==> config.mk <==
export PLATFORM = sky130hd
export DESIGN_NAME = pwm_capture_flat
export DESIGN_NICKNAME = d
export VERILOG_FILES = /design/src/rtl/pwm_pkg.sv /design/src/rtl/pwm_capture_if.sv /design/src/rtl/edge_sync.sv /design/src/rtl/pwm_capture.sv /design/src/flat_wrapper.sv
export SDC_FILE = /design/constraint.sdc
export NUM_CORES = 1
export LEC_CHECK = 0
export CAP_MARGIN = 0
export CORE_ASPECT_RATIO = 1.25
export CORE_MARGIN = 2
export CORE_UTILIZATION = 55
export DETAILED_ROUTE_END_ITERATION = 10
export DONT_BUFFER_PORTS = 1
export PLACE_DENSITY = 0.79
export SYNTH_ARGS = -nofsm -noshare
export SYNTH_HDL_FRONTEND = slang
export SYNTH_SLANG_ARGS = --single-unit
==> constraint.sdc <==
create_clock -name clk -period 4.25 [get_ports clk]
set_input_delay 0.6375 -clock clk [delete_from_list [all_inputs] [get_ports clk]]
set_output_delay 0.6375 -clock clk [all_outputs]
set_load 0.1 [all_outputs]
==> src/rtl/pwm_pkg.sv <==
// Shared definitions for the PWM generator/capture pair: common counter
// resolution, capture FSM states and the capture debug view.
package pwm_pkg;

   localparam int CNT_W_DEFAULT = 16;

   typedef enum logic [1:0] {
      IDLE = 2'd0,
      ARM  = 2'd1,
      MEAS = 2'd2
   } cap_state_t;

   typedef struct packed {
      cap_state_t state;
      logic       sync;
      logic       rise;
      logic       fall;
   } cap_dbg_t;

endpackage

==> src/rtl/pwm_capture_if.sv <==
// Signal bundle between a PWM capture block and its user.
// valid is a one-cycle strobe with no ready/backpressure: duty and period are
// meaningful only in the cycle valid=1 and hold afterwards until the next strobe.
interface pwm_capture_if #(
   parameter int CNT_W = pwm_pkg::CNT_W_DEFAULT
);
   logic             enable;
   logic             pwm_in;
   logic [CNT_W-1:0] duty;
   logic [CNT_W-1:0] period;
   logic             valid;
   logic             stuck;

   modport master (
      output enable, pwm_in,
      input  duty, period, valid, stuck
   );

   modport slave (
      input  enable, pwm_in,
      output duty, period, valid, stuck
   );
endinterface

==> src/rtl/edge_sync.sv <==
// Multi-flop synchronizer for an asynchronous input followed by a delay flop,
// giving the synchronized level and single-cycle rise/fall pulses.
module edge_sync #(
   parameter int STAGES = 2
) (
   input  logic clk,
   input  logic rst,
   input  logic d,
   output logic sync,
   output logic rise,
   output logic fall
);
   logic [STAGES-1:0] sr;
   logic              prev;

   always_ff @(posedge clk) begin
      if (rst) begin
         sr   <= '0;
         prev <= 1'b0;
      end else begin
         sr   <= {sr[STAGES-2:0], d};
         prev <= sr[STAGES-1];
      end
   end

   assign sync = sr[STAGES-1];
   assign rise = sync & ~prev;
   assign fall = ~sync & prev;
endmodule

==> src/rtl/pwm_capture.sv <==
// Measures high time and period of an asynchronous PWM input in clk cycles,
// producing one duty/period result per rising-edge-to-rising-edge period.
module pwm_capture import pwm_pkg::*; #(
   parameter int CNT_W       = CNT_W_DEFAULT,
   parameter int SYNC_STAGES = 2
) (
   input  logic         clk,
   input  logic         rst,
   pwm_capture_if.slave ifc,
   output cap_dbg_t     dbg
);
   localparam logic [CNT_W-1:0] CNT_ONE = CNT_W'(1);
   localparam logic [CNT_W-1:0] CNT_MAX = '1;

   cap_state_t       state, state_nx;
   logic             sync, rise, fall;
   logic [CNT_W-1:0] hi_cnt, per_cnt;
   logic [CNT_W-1:0] duty, period;
   logic             valid, stuck;
   logic             cnt_clr, cnt_load, cnt_inc, emit, sat;

   edge_sync #(.STAGES(SYNC_STAGES)) u_sync (
      .clk  (clk),
      .rst  (rst),
      .d    (ifc.pwm_in),
      .sync (sync),
      .rise (rise),
      .fall (fall)
   );

   always_ff @(posedge clk) begin
      if (rst) state <= IDLE;
      else     state <= state_nx;
   end

   // Disable beats everything, including a rise in the same cycle.
   always_comb begin
      state_nx = state;
      cnt_clr  = 1'b0;
      cnt_load = 1'b0;
      cnt_inc  = 1'b0;
      emit     = 1'b0;
      sat      = 1'b0;
      if (!ifc.enable) begin
         state_nx = IDLE;
         cnt_clr  = 1'b1;
      end else begin
         case (state)
            IDLE: begin
               state_nx = ARM;
               cnt_clr  = 1'b1;
            end
            ARM: begin
               if (rise) begin
                  state_nx = MEAS;
                  cnt_load = 1'b1;
               end else begin
                  cnt_clr = 1'b1;
               end
            end
            MEAS: begin
               if (rise) begin
                  emit     = 1'b1;
                  cnt_load = 1'b1;
               end else if (per_cnt == CNT_MAX) begin
                  sat      = 1'b1;
                  state_nx = ARM;
                  cnt_clr  = 1'b1;
               end else begin
                  cnt_inc = 1'b1;
               end
            end
            default: begin
               state_nx = IDLE;
               cnt_clr  = 1'b1;
            end
         endcase
      end
   end

   // The cycle carrying the rise is the first cycle of the new period.
   always_ff @(posedge clk) begin
      if (rst || cnt_clr) begin
         hi_cnt  <= '0;
         per_cnt <= '0;
      end else if (cnt_load) begin
         hi_cnt  <= CNT_ONE;
         per_cnt <= CNT_ONE;
      end else if (cnt_inc) begin
         hi_cnt  <= hi_cnt + {{(CNT_W-1){1'b0}}, sync};
         per_cnt <= per_cnt + CNT_ONE;
      end
   end

   always_ff @(posedge clk) begin
      if (rst) begin
         duty   <= '0;
         period <= '0;
         valid  <= 1'b0;
         stuck  <= 1'b0;
      end else begin
         valid <= emit;
         if (emit) begin
            duty   <= hi_cnt;
            period <= per_cnt;
            stuck  <= 1'b0;
         end else if (sat) begin
            stuck <= 1'b1;
         end
      end
   end

   assign ifc.duty   = duty;
   assign ifc.period = period;
   assign ifc.valid  = valid;
   assign ifc.stuck  = stuck;
   assign dbg        = '{state: state, sync: sync, rise: rise, fall: fall};
endmodule

==> src/flat_wrapper.sv <==
// flat-port wrapper written by rule: the top's interface ports become plain ports
module pwm_capture_flat import pwm_pkg::*;
#(
   parameter int CNT_W       = CNT_W_DEFAULT,
   parameter int SYNC_STAGES = 2
)
  (clk, rst, dbg, ifc_enable, ifc_pwm_in, ifc_duty, ifc_period, ifc_valid, ifc_stuck);
  pwm_capture_if #(.CNT_W(CNT_W)) ifc_i ();
  input  logic clk;
  input  logic rst;
  output cap_dbg_t dbg;
  input wire logic [$bits(ifc_i.enable)-1:0] ifc_enable;
  input wire logic [$bits(ifc_i.pwm_in)-1:0] ifc_pwm_in;
  output wire logic [$bits(ifc_i.duty)-1:0] ifc_duty;
  output wire logic [$bits(ifc_i.period)-1:0] ifc_period;
  output wire logic [$bits(ifc_i.valid)-1:0] ifc_valid;
  output wire logic [$bits(ifc_i.stuck)-1:0] ifc_stuck;
  assign ifc_i.enable = ifc_enable;
  assign ifc_i.pwm_in = ifc_pwm_in;
  assign ifc_duty = ifc_i.duty;
  assign ifc_period = ifc_i.period;
  assign ifc_valid = ifc_i.valid;
  assign ifc_stuck = ifc_i.stuck;
  pwm_capture #(.CNT_W(CNT_W), .SYNC_STAGES(SYNC_STAGES)) u_core (.clk(clk), .rst(rst), .ifc(ifc_i), .dbg(dbg));
endmodule
# == Yosys cells after proc, flatten, opt, wreduce, memory -nomap -nowiden ==
# Index checks and enable logic that the tools add are counted.
# word_totals
ff_bits,71
latch_bits,0
ramBits,0
romBits,0
in_bits,4
output_inout_bits,39
word_cells,56
memories,0
# op_classes
addsub,2
mul,0
div_mod_pow,0
magnitude_cmp,0
eq_ne,6
shifts,0
mux,24
bitwise_logic,5
reduce_logical,8
# op_table
cell,count
$mux W1,19
$add A16 B1 Y16,1
$add A16 B1 Y16 const B,1
$eq A16 B16 Y1 const B,1
$reduce_or A2 Y1,4
$mux W2,3
$pmux W2 S3,1
$ne A2 B1 Y1 const B,2
$not A1 Y1,3
$reduce_and A3 Y1,1
$and A1 B1 Y1,2
$eq A2 B1 Y1 const B,1
$eq A2 B2 Y1 const B,1
$logic_not A2 Y1,1
$ne A2 B2 Y1 const B,1
$pmux W1 S2,1
$reduce_bool A2 Y1,1
$logic_or A1 B1 Y1,1

# == Logic depth before layout (Yosys ltp) ==
# logic_depth
ltp_word,7
ltp_mapped,8
ltp_nobuf,6

# == Cells and area by module ==
# From an unflattened synthesis, not the netlist that was laid out.
# unflattened
cells_unflattened,300
hier_area_um2,3049.2
# modules_own_cells
mod,n_inst,cells_each,area_per_inst_um2,seq_area_each_um2
pwm_capture,1,292,2957.8,1361.3
edge_sync,1,8,91.3,60.1

# == Least setup slack after synthesis ==
# OpenSTA, ideal clock, no wires.
# synth_timing
kind,register to register
from,register u_core.state[0]
to,register u_core.hi_cnt[15]
setup_ns,0.070
t_arrival_ns,2.644
required_time_ns,4.180
slack_ns,1.536
stages_incl_launch_ff,8
path_buffers,1
period_less_slack_ns,2.714
cell_sequence,dfxtp_1 -> inv_1 -> ha_1 -> and4_1 -> a41oi_1 -> nand2_1 -> clkbuf_1 -> a21oi_1
# synth_via
elab_chain_cells,5
elab_cells_between_ends,11
classes_between,eq/ne: 2; mux: 6; reduce/logical: 3
# synth_rtl
element,line,source
from (decl),pwm_capture.sv:15,"cap_state_t state, state_nx;"
from (signal assigned),pwm_capture.sv:33,else state <= state_nx;
$eq A2 B2 Y1 or $eq A2 B1 Y1 (tied branches),pwm_capture.sv:48,case (state)
$pmux W1 S2 or $reduce_or A2 Y1 (tied branches),n/a,
"$mux W1, on equally long branches",n/a,
$logic_or A1 B1 Y1 or $mux W1 (tied branches),"pwm_capture.sv:83, pwm_capture.sv:44",
$reduce_or A2 Y1 (no line),n/a,
to (signal assigned),pwm_capture.sv:90,"hi_cnt <= hi_cnt + {{(CNT_W-1){1'b0}}, sync};"
to (decl),pwm_capture.sv:17,"logic [CNT_W-1:0] hi_cnt, per_cnt;"
# Parallel ways exist; a longest one is shown, timed or not.
# A chain may end at the register's enable or synchronous reset.

# == Worst setup path in the final report ==
# layout_timing
from,register u_core.state[1]
to,register u_core.per_cnt[2]
# layout_via
elab_chain_cells,5
elab_cells_between_ends,11
classes_between,eq/ne: 2; mux: 6; reduce/logical: 3
# layout_rtl
element,line,source
$eq A2 B2 Y1 or $eq A2 B1 Y1 (tied branches),pwm_capture.sv:48,
$pmux W1 S2 or $reduce_or A2 Y1 (tied branches),n/a,
"$mux W1, on equally long branches",n/a,
$logic_or A1 B1 Y1 or $mux W1 (tied branches),"pwm_capture.sv:83, pwm_capture.sv:44",
$reduce_or A2 Y1 (no line),n/a,
to (signal assigned),pwm_capture.sv:91,per_cnt <= per_cnt + CNT_ONE;
to (decl),pwm_capture.sv:17,
# Parallel ways exist; a longest one is shown, timed or not.

==> qor.yml <==
cts_tree: "yes"
die-area_um2: 6325
synth_top_area_cell: "dfxtp_1"
drtPass1Iterations: 4
avgSynthCellArea_um2: 8.339
start_util_pct: 57.21
cts_inserted_buffers: 9
total_power_mw: 1.289
hpwl_mm: 4.585
syn_area_um2: 3136
gp_congestion: 0.8324
grt_pass1_vias: 2531
die_w_um: 71.54
synthTopCellsByCount: "75 x nand2_1, 71 x dfxtp_1, 63 x a21oi_1"
diodes: 0
cp.arrival_ns: 2.81
ctsResizeCount: 0
cp_max_fo: 15
vias: 2741
numPortBuffers: 0
clk_pin_slew_ns: 0.08
whs_ns: 0.3524
hold_path_depth: 1
cts_hold_buffers: 0
crit_type: "reg2reg"
finClkSkew_ns: 0.006161
final_util_pct: 60.62
routed_via_density: 6.330
final-setup-viol-count: 0
drt_iter0_markers: 186
grt_pass1_wl_mm: 11.37
status: "completed"
antenna_found_initial: 0
h-tree-depth: 3
ys_seq_elements: 71
clock_sinks: 71
min_period_ns: 2.553
clk_latency_ns: 0.34
cap_viol_max_count: 0
fmax_mhz: 391.7
stdcell_count: 433
total_leakage_power_nw: 1.000
drt-total-wl_mm: 6.898
synth_edf_count: 0
post_cts_buffers: 0
synthArstFlopShare_pct: 0
tns_ns: 0
hold_class: "in2reg"
seq_area_frac_synth_pct: 45.33
startpoint_type: "register"
drt-wirelength-per-cell_um: 15.93
max_slew_margin_pct: 29.12
yosysTopAreaCellShare_pct: 45.33
p_per_area_nw_per_um2: 388.1
nets: 374
crit_required_ns: 4.50
period_share_pct: 60.07
dp_cells: 417
ant_nets: 0
fp-row-count: 30
setup.worst_path.end_class: "register"
clockBufferDepth: 2
rsz0062_at_grt: "no"
core_um2: 5480
cts_root_buf: "clkbuf_8"
drv_slew: 0
synth_area_leaders: "dfxtp_1 45%, a21oi_1 10%, nand2_1 9.0%"
yosys_warnings: 0
drc: 0
tightest_slew_ns: 1.058
yosysUniqueCellTypes: 38
synth.most_common_cell: "nand2_1"
overflow: 0
syn2layout_area_growth_pct: 5.946
drive_above_1_share_pct: 7.317
ys.flop_type: "dfxtp_1"
synth_nets: 386
peakVddDrop_v: 0.0001995
syn_inst: 376
io_pins: 43
die_y_um: 88.42
hold_violations: 0
grt_max_degree: 47
grtUsageTotal_pct: 22.52
worst_r2r_path_depth: 7
[layer usage]
layer	wire [um]	track usage [%]	share of wire (%)	vias up
met1	2949	25.41	43	1327
met4	106	9.949	1.5	0
met2	3545	39.39	51	51
met3	296	6.606	4.3	12
li1	-	-	-	1351
met5	0	0	0	-
[where the power goes]
group	internal (mW)	total, mW	switching [mW]
clock network	0.331	0.590	0.260
logic	0.00686	0.0314	0.0245
registers	0.667	0.667	0.000976
[kinds of logic (layout without fill, tap and decap cells)]
| kind of cell | Yosys count | in the layout | share of synthesized area [%] |
|---|---|---|---|
| muxes | 2 | 2 | 0.6385 |
| adders and majority gates | 6 | 6 | 2.394 |
| AOI/OAI and AO/OA | 100 | 100 | 18.44 |
| and+or+nand+nor | 161 | 161 | 27.02 |
| DFF | 71 | 71 | 45.33 |
| buffers and inverters | 36 | 29 | 6.185 |
[path summary, 6_finish.rpt]
check | from | to | slack [ns]
max reg2reg | u_core.state[1] | u_core.per_cnt[2] | 1.70
min reg2reg | u_core.u_sync.sr[0] | u_core.u_sync.sr[1] | 0.44
min | rst | u_core.ifc.duty[12] | 0.35
max | u_core.state[1] | u_core.per_cnt[2] | 1.70
[layout by cell type, fill, tap and decap left out, types with 2 or more instances in the layout]
cell,instances
nand2_1,75
dfxtp_1,71
a21oi_1,63
o31ai_1,22
or4_1,22
nand3_1,15
nand4_1,9
clkbuf_8,9
and4_1,8
o21ai_0,8
inv_1,6
nor2_1,6
ha_1,6
buf_4,6
and3_1,4
nor2b_1,4
nand3b_1,3
or3_1,2
nor4_1,2
mux2i_1,2
nor3b_1,2
nor3_1,2
clkinv_4,2
clkinvlp_4,2
bufinv_16,2
[stage by stage]
step | setup WS, ns | area (um2)
5_1_grt | 1.487 | 3322
3_5_place_dp | 1.721 | 3100
3_3_place_gp | 1.834 | 3100
6_report | 1.697 | 3322
4_1_cts | 1.720 | 3322
2_1_floorplan | 1.536 | 3136
[worst max-delay path: stages, from the launching register on]
cell and delay [ns]:
dfxtp_1 0.33, buf_4 0.29, inv_1 0.12, ha_1 0.29
a41oi_1 0.44, nand2_1 0.45, buf_4 0.33, a311oi_1 0.20
[flip-flops by register name, indices dropped and copies added (netlist names)]
| signal | flops |
|---|---|
| u_core.ifc.stuck | 1 |
| u_core.per_cnt | 16 |
| u_core.u_sync.sr | 2 |
| u_core.hi_cnt | 16 |
| u_core.ifc.valid | 1 |
| u_core.ifc.duty | 16 |
| u_core.u_sync.prev | 1 |
| u_core.state | 2 |
| u_core.ifc.period | 16 |
[cell type report]
cell class / instances / area, um2
clock inverter: 7 / 97.59
multi-input combinational: 269 / 1525
clock buffer: 9 / 123.9
inverter: 7 / 28.78
timing repair buffer: 6 / 45.04
fill: 493 / 2158
tap: 64 / 80.08
sequential: 71 / 1421
Power figures use the tool's default switching activity.
==> edit 1, RTL diff (same flow settings) <==
`SYNC_STAGES` is set to 2 in 2 places; all go to 4.
--- a/src/rtl/pwm_capture.sv
+++ b/src/rtl/pwm_capture.sv
@@ -3,5 +3,5 @@
 module pwm_capture import pwm_pkg::*; #(
    parameter int CNT_W       = CNT_W_DEFAULT,
-   parameter int SYNC_STAGES = 2
+   parameter int SYNC_STAGES = 4
 ) (
    input  logic         clk,
--- a/src/flat_wrapper.sv
+++ b/src/flat_wrapper.sv
@@ -3,5 +3,5 @@
 #(
    parameter int CNT_W       = CNT_W_DEFAULT,
-   parameter int SYNC_STAGES = 2
+   parameter int SYNC_STAGES = 4
 )
   (clk, rst, dbg, ifc_enable, ifc_pwm_in, ifc_duty, ifc_period, ifc_valid, ifc_stuck);
Function: changed (Yosys sat finds a counterexample within 4 cycles, from zero or initial values and one cycle with rst high).
==> edit 1 against the original RTL <==
Worst setup slack got worse by 0.024 ns. Design area is 0.60% lower. Wire length is 12% lower. Power rose by 2.2%. Synthesized area fell by 2.4%. Synthesized cell count fell by 4.3%. Sequential cell count is 2 higher. Maximum frequency decreased by 0.93%. Critical endpoint is now u_core.per_cnt[13]$_SDFFE_PP0P_. Largest cell class unchanged. Largest power group unchanged. Highest routed layer unchanged.
==> edit 1: results (changes against the original RTL) <==
top-area cell type share of the netlist area=47.7% (+2.4 points); Final Wtd Congestion=0.850 (+2.2%); hpwl dp=3.98 mm (-13%); overall global routing resource usage=20.9% (-1.6 points); initial antenna violation count=0 (unchanged); initial DRC count=125 (-33%); first-pass GRT wire length=10.2 mm (-10%); CP Max Fanout=30 (+15); Synth warnings=0 (unchanged); crit path max-delay cell type=nand3_1; path type of the worst min-delay path=input pin to flip-flop; Fill cells=496 (+0.61%); Synth area leaders=dfxtp_1 (48%), nand2_1 (9.2%), a21oi_1 (6.9%); IR Drop Worst-Case VDD=222 uV (+11%); ys async rst share=0% (unchanged); Clock Pin Slew Worst Setup and Hold Paths=0.08 ns (about the same); final WL=6.05 mm (-12%); Nets=365 (-2.4%); run status=completed; n_diodes=0 (unchanged); Vias=2429 (-11%); H-tree depth=3 (unchanged); most frequent cells after synthesis=nand2_1 (75), dfxtp_1 (73), a21oi_1 (42); Pleak=1.08 nW (+7.8%); Rel. slew slack=22.7% (-6.4 points); share of post-route cells with drive strength above 1=8.33% (+1.0 points); worst-skew pair later-pin latency=0.35 ns; DRT Pass-1 Iters=4 (unchanged); number of distinct library cells after synthesis=39 (+2.6%); Worst path max stage delay=0.80 ns (+0.35 ns); Post-synth top flop=dfxtp_1; Clock Path Buffers=2 (unchanged); number of global-route vias before repair=2236 (-12%); root buffer cell=clkbuf_8; CTS Buf Count=9 (unchanged); Critical Path AT=2.81 ns (about the same); I/O Buffers=0 (unchanged); clk_skew=0.00857 ns (+0.00241 ns); Seq/Total Area, Yosys=47.7% (+2.4 points); largest net degree at the start of global routing=41 (-13%)
[edit 1: worst paths after layout]
path	from	endpoint	slack, ns	cells after the start
worst min register to register	u_core.u_sync.sr[0]$_SDFF_PP0_	u_core.u_sync.sr[1]$_SDFF_PP0_	0.44	1
worst max register to register	u_core.state[1]$_SDFFE_PP0P_	u_core.per_cnt[13]$_SDFFE_PP0P_	1.67	7
worst max-delay path	u_core.state[1]$_SDFFE_PP0P_	u_core.per_cnt[13]$_SDFFE_PP0P_	1.67	7
worst min-delay path	rst	u_core.ifc.duty[0]$_SDFFE_PP0P_	0.35	1
[edit 1: through the flow]
step / utilization (%) / instances / hold slack [ns] / setup WS (ns) / instance area [um^2]
floorplan: - / 360 / 0.414 / 1.72 / 3060
global placement: 56.9 / 408 / 0.420 / 1.78 / 3070
detailed placement: 56.9 / 408 / 0.427 / 1.64 / 3070
CTS: 61.1 / 424 / 0.338 / 1.67 / 3300
global route: 61.1 / 424 / 0.335 / 1.43 / 3300
finish: 61.1 / 424 / 0.351 / 1.67 / 3300
[edit 1: metal layers]
layer | global-route usage (%) | wire, um
met5 | 0 | 0
met4 | 8.75 | 79
met3 | 6.02 | 266
met2 | 36.4 | 3040
met1 | 23.8 | 2670
[edit 1: cell type report]
cell class | count | share of cell area (%)
Sequential cell | 73 | 44.3
Timing Repair Buffer | 4 | 0.909
Inverter | 6 | 0.682
Multi-Input combinational cell | 261 | 44.8
Clock buffer | 11 | 4.59
Tap cell | 64 | 2.43
Clock inverter | 5 | 2.35
[edit 1: cell families (layout without fill, tap and decap cells)]
logic type | after synthesis | after routing | share of synthesized area (%)
adders and majority gates | 6 | 6 | 2.45
xor gates and xnor gates | 17 | 17 | 4.86
and+or+nand+nor | 163 | 163 | 25.8
buffers and inverters | 26 | 26 | 4.13
AOI/OAI and AO/OA | 72 | 72 | 14.0
DFF | 73 | 73 | 47.7
muxes | 3 | 3 | 0.981
[edit 1: worst max-delay path, delay by kind of cell (launching register included)]
family | cells | cell delay [ns]
adder cells (fa/ha/maj) | 1 | 0.22
AO/OA/AOI/OAI | 1 | 0.45
AND/OR/NAND/NOR | 3 | 1.08
flip-flops | 1 | 0.31
buffers and inverters | 2 | 0.42
[edit 1: power breakdown]
group	internal, mW	switching, mW	leakage [nW]	total [mW]
sequential	0.685	0.00109	0.588	0.687
clock	0.360	0.251	0.115	0.611
combinational	0.00462	0.0149	0.375	0.0196
==> edit 2, RTL diff (same flow settings) <==
Without the edit above. Put a register stage on the output `dbg`. The value now appears one clock later. The other outputs are not delayed to match.
--- a/src/rtl/pwm_capture.sv
+++ b/src/rtl/pwm_capture.sv
@@ -115,5 +115,7 @@
    assign ifc.valid  = valid;
    assign ifc.stuck  = stuck;
-   assign dbg        = '{state: state, sync: sync, rise: rise, fall: fall};
+   always_ff @(posedge clk) begin
+      dbg <= '{state: state, sync: sync, rise: rise, fall: fall};
+   end
 endmodule
 
Check against the original RTL: not equivalent (Yosys sat finds a counterexample within 4 cycles, from zero or initial values and one cycle with rst high).
==> edit 2 against the original RTL <==
Sequential share of layout area increased by 0.80 points. Via count grew 0.58%. Critical endpoint unchanged. Synthesized area rose by 5.3%. Sequential cell count is 5 higher. Design area increased by 5.1%. Wire length rose by 1.6%. Worst setup slack lost 0.051 ns.
Power is not compared: it rests on default switching activity, and its combinational part moved more than twofold at a synthesized area within 25%.
==> edit 2: results (changes against the original RTL) <==
run status=completed; Synth warnings=0 (unchanged); WL met2=3.12 mm (-12%); final WL=7.01 mm (+1.6%); hold slack=0.351 ns (-0.00137 ns); hpwl dp=4.43 mm (-3.4%); area post-placement=3280 um^2 (+5.6%); Final Wtd Congestion=0.838 (+0.61%); worst reg2reg setup slack=1.65 ns (-0.05 ns); number of distinct library cells after synthesis=40 (+5.3%); Top Metal Used=met4; largest net degree at the start of global routing=41 (-13%); post-CTS sizing=0 (unchanged); met1 WL=3.25 mm (+10%); routing usage on met1=30.6% (+5.2 points); first-pass GRT wire length=12.0 mm (+5.9%); Vias=2757 (+0.58%); most numerous cell in the Yosys netlist=nand2_1; most frequent cells after synthesis=nand2_1 (78), dfxtp_1 (76), a21oi_1 (63); H-tree depth=3 (unchanged); Hold Crit Start=rst; post-synthesis mux area share=1.55% (+0.91 points); n_diodes=0 (unchanged); Nets=385 (+2.9%); initial DRC count=183 (-1.6%); Worst Hold Depth=1 (unchanged); share of post-route cells with drive strength above 1=8.95% (+1.6 points); Synth area leaders=dfxtp_1 (46%), a21oi_1 (9.5%), nand2_1 (8.9%); Seq/Total Area, Yosys=46.1% (+0.73 points); overall global routing resource usage=22.7% (+0.21 points); number of global-route vias before repair=2580 (+1.9%); met3 Track Usage GR=5.69% (-0.91 points); path type of the worst min-delay path=input pin to flip-flop; Rel. slew slack=25.0% (-4.2 points); Crit. Startpoint=u_core.per_cnt[0]$_SDFFE_PP0P_; Met3 Wirelength=506 um (+71%); root buffer cell=clkbuf_8; post-synthesis xor/xnor area fraction=0% (unchanged); CP Max Fanout=26 (+11); initial antenna violation count=0 (unchanged); clk_skew=0.00651 ns (+0.000345 ns); Synth Area in Adders=2.27% (-0.12 points); met2 Usage GRT=33.6% (-5.8 points); Pleak=1.06 nW; Syn Nets=398 (+3.1%); DRT Pass-1 Iters=5 (+1); IR Drop Worst-Case VDD=197 uV; compound-gate portion of the synthesized area=18.7% (+0.24 points); worst reg-to-reg path cell count=5 (-2); Fill cells=534 (+8.3%); Clock Pin Slew Worst Setup and Hold Paths=0.07 ns; ys async rst share=0% (unchanged)
-- edit 2: cell types whose count changed in the layout (fill, tap and decap cells not counted), sizes merged, moves of 3 or more --
cell,before,now
nand3b,3,0
nand2,75,78
o211ai,0,8
buf,6,2
inv,7,11
dfxtp,71,76
nor4,2,5
nor3,2,5
and4,9,3
-- edit 2: critical path, stage by stage, from the launching register on --
cell	delay, ns
dfxtp_1	0.41
ha_1	0.24
nand4_1	0.17
or4_1	0.81
o21ai_4	0.68
nor3_1	0.14
-- edit 2: where the power goes --
part	switching, mW	internal [mW]	leakage [nW]
combinational	0.0103	0.00498	0.342
clock	0.266	0.328	0.109
sequential	0.0144	0.715	0.613
-- edit 2: final timing paths --
check / end
setup / recovery: u_core.per_cnt[2]$_SDFFE_PP0P_
hold / removal: u_core.ifc.period[0]$_SDFFE_PP0P_
setup reg to reg: u_core.per_cnt[2]$_SDFFE_PP0P_
hold reg to reg: u_core.dbg[4]$_DFF_P_
-- edit 2: layout make-up --
type / instances / area [um^2] / area share, %
timing repair buffer: 2 / 15.0 / 0.430
clock inverter: 7 / 91.3 / 2.62
tap: 66 / 82.6 / 2.37
multi-input combinational: 275 / 1620 / 46.3
inverter: 11 / 41.3 / 1.18
sequential: 76 / 1520 / 43.6
clock buffer: 9 / 124 / 3.55
-- edit 2: stage by stage --
stage | cells | utilization (%) | setup WS, ns
after floorplan | 388 | - | 2.33
after detailed placement | 430 | 56.3 | 1.67
final | 446 | 60.0 | 1.65
after global placement | 430 | 56.3 | 1.73
after CTS | 446 | 60.0 | 1.64
after global routing | 446 | 60.0 | 1.45
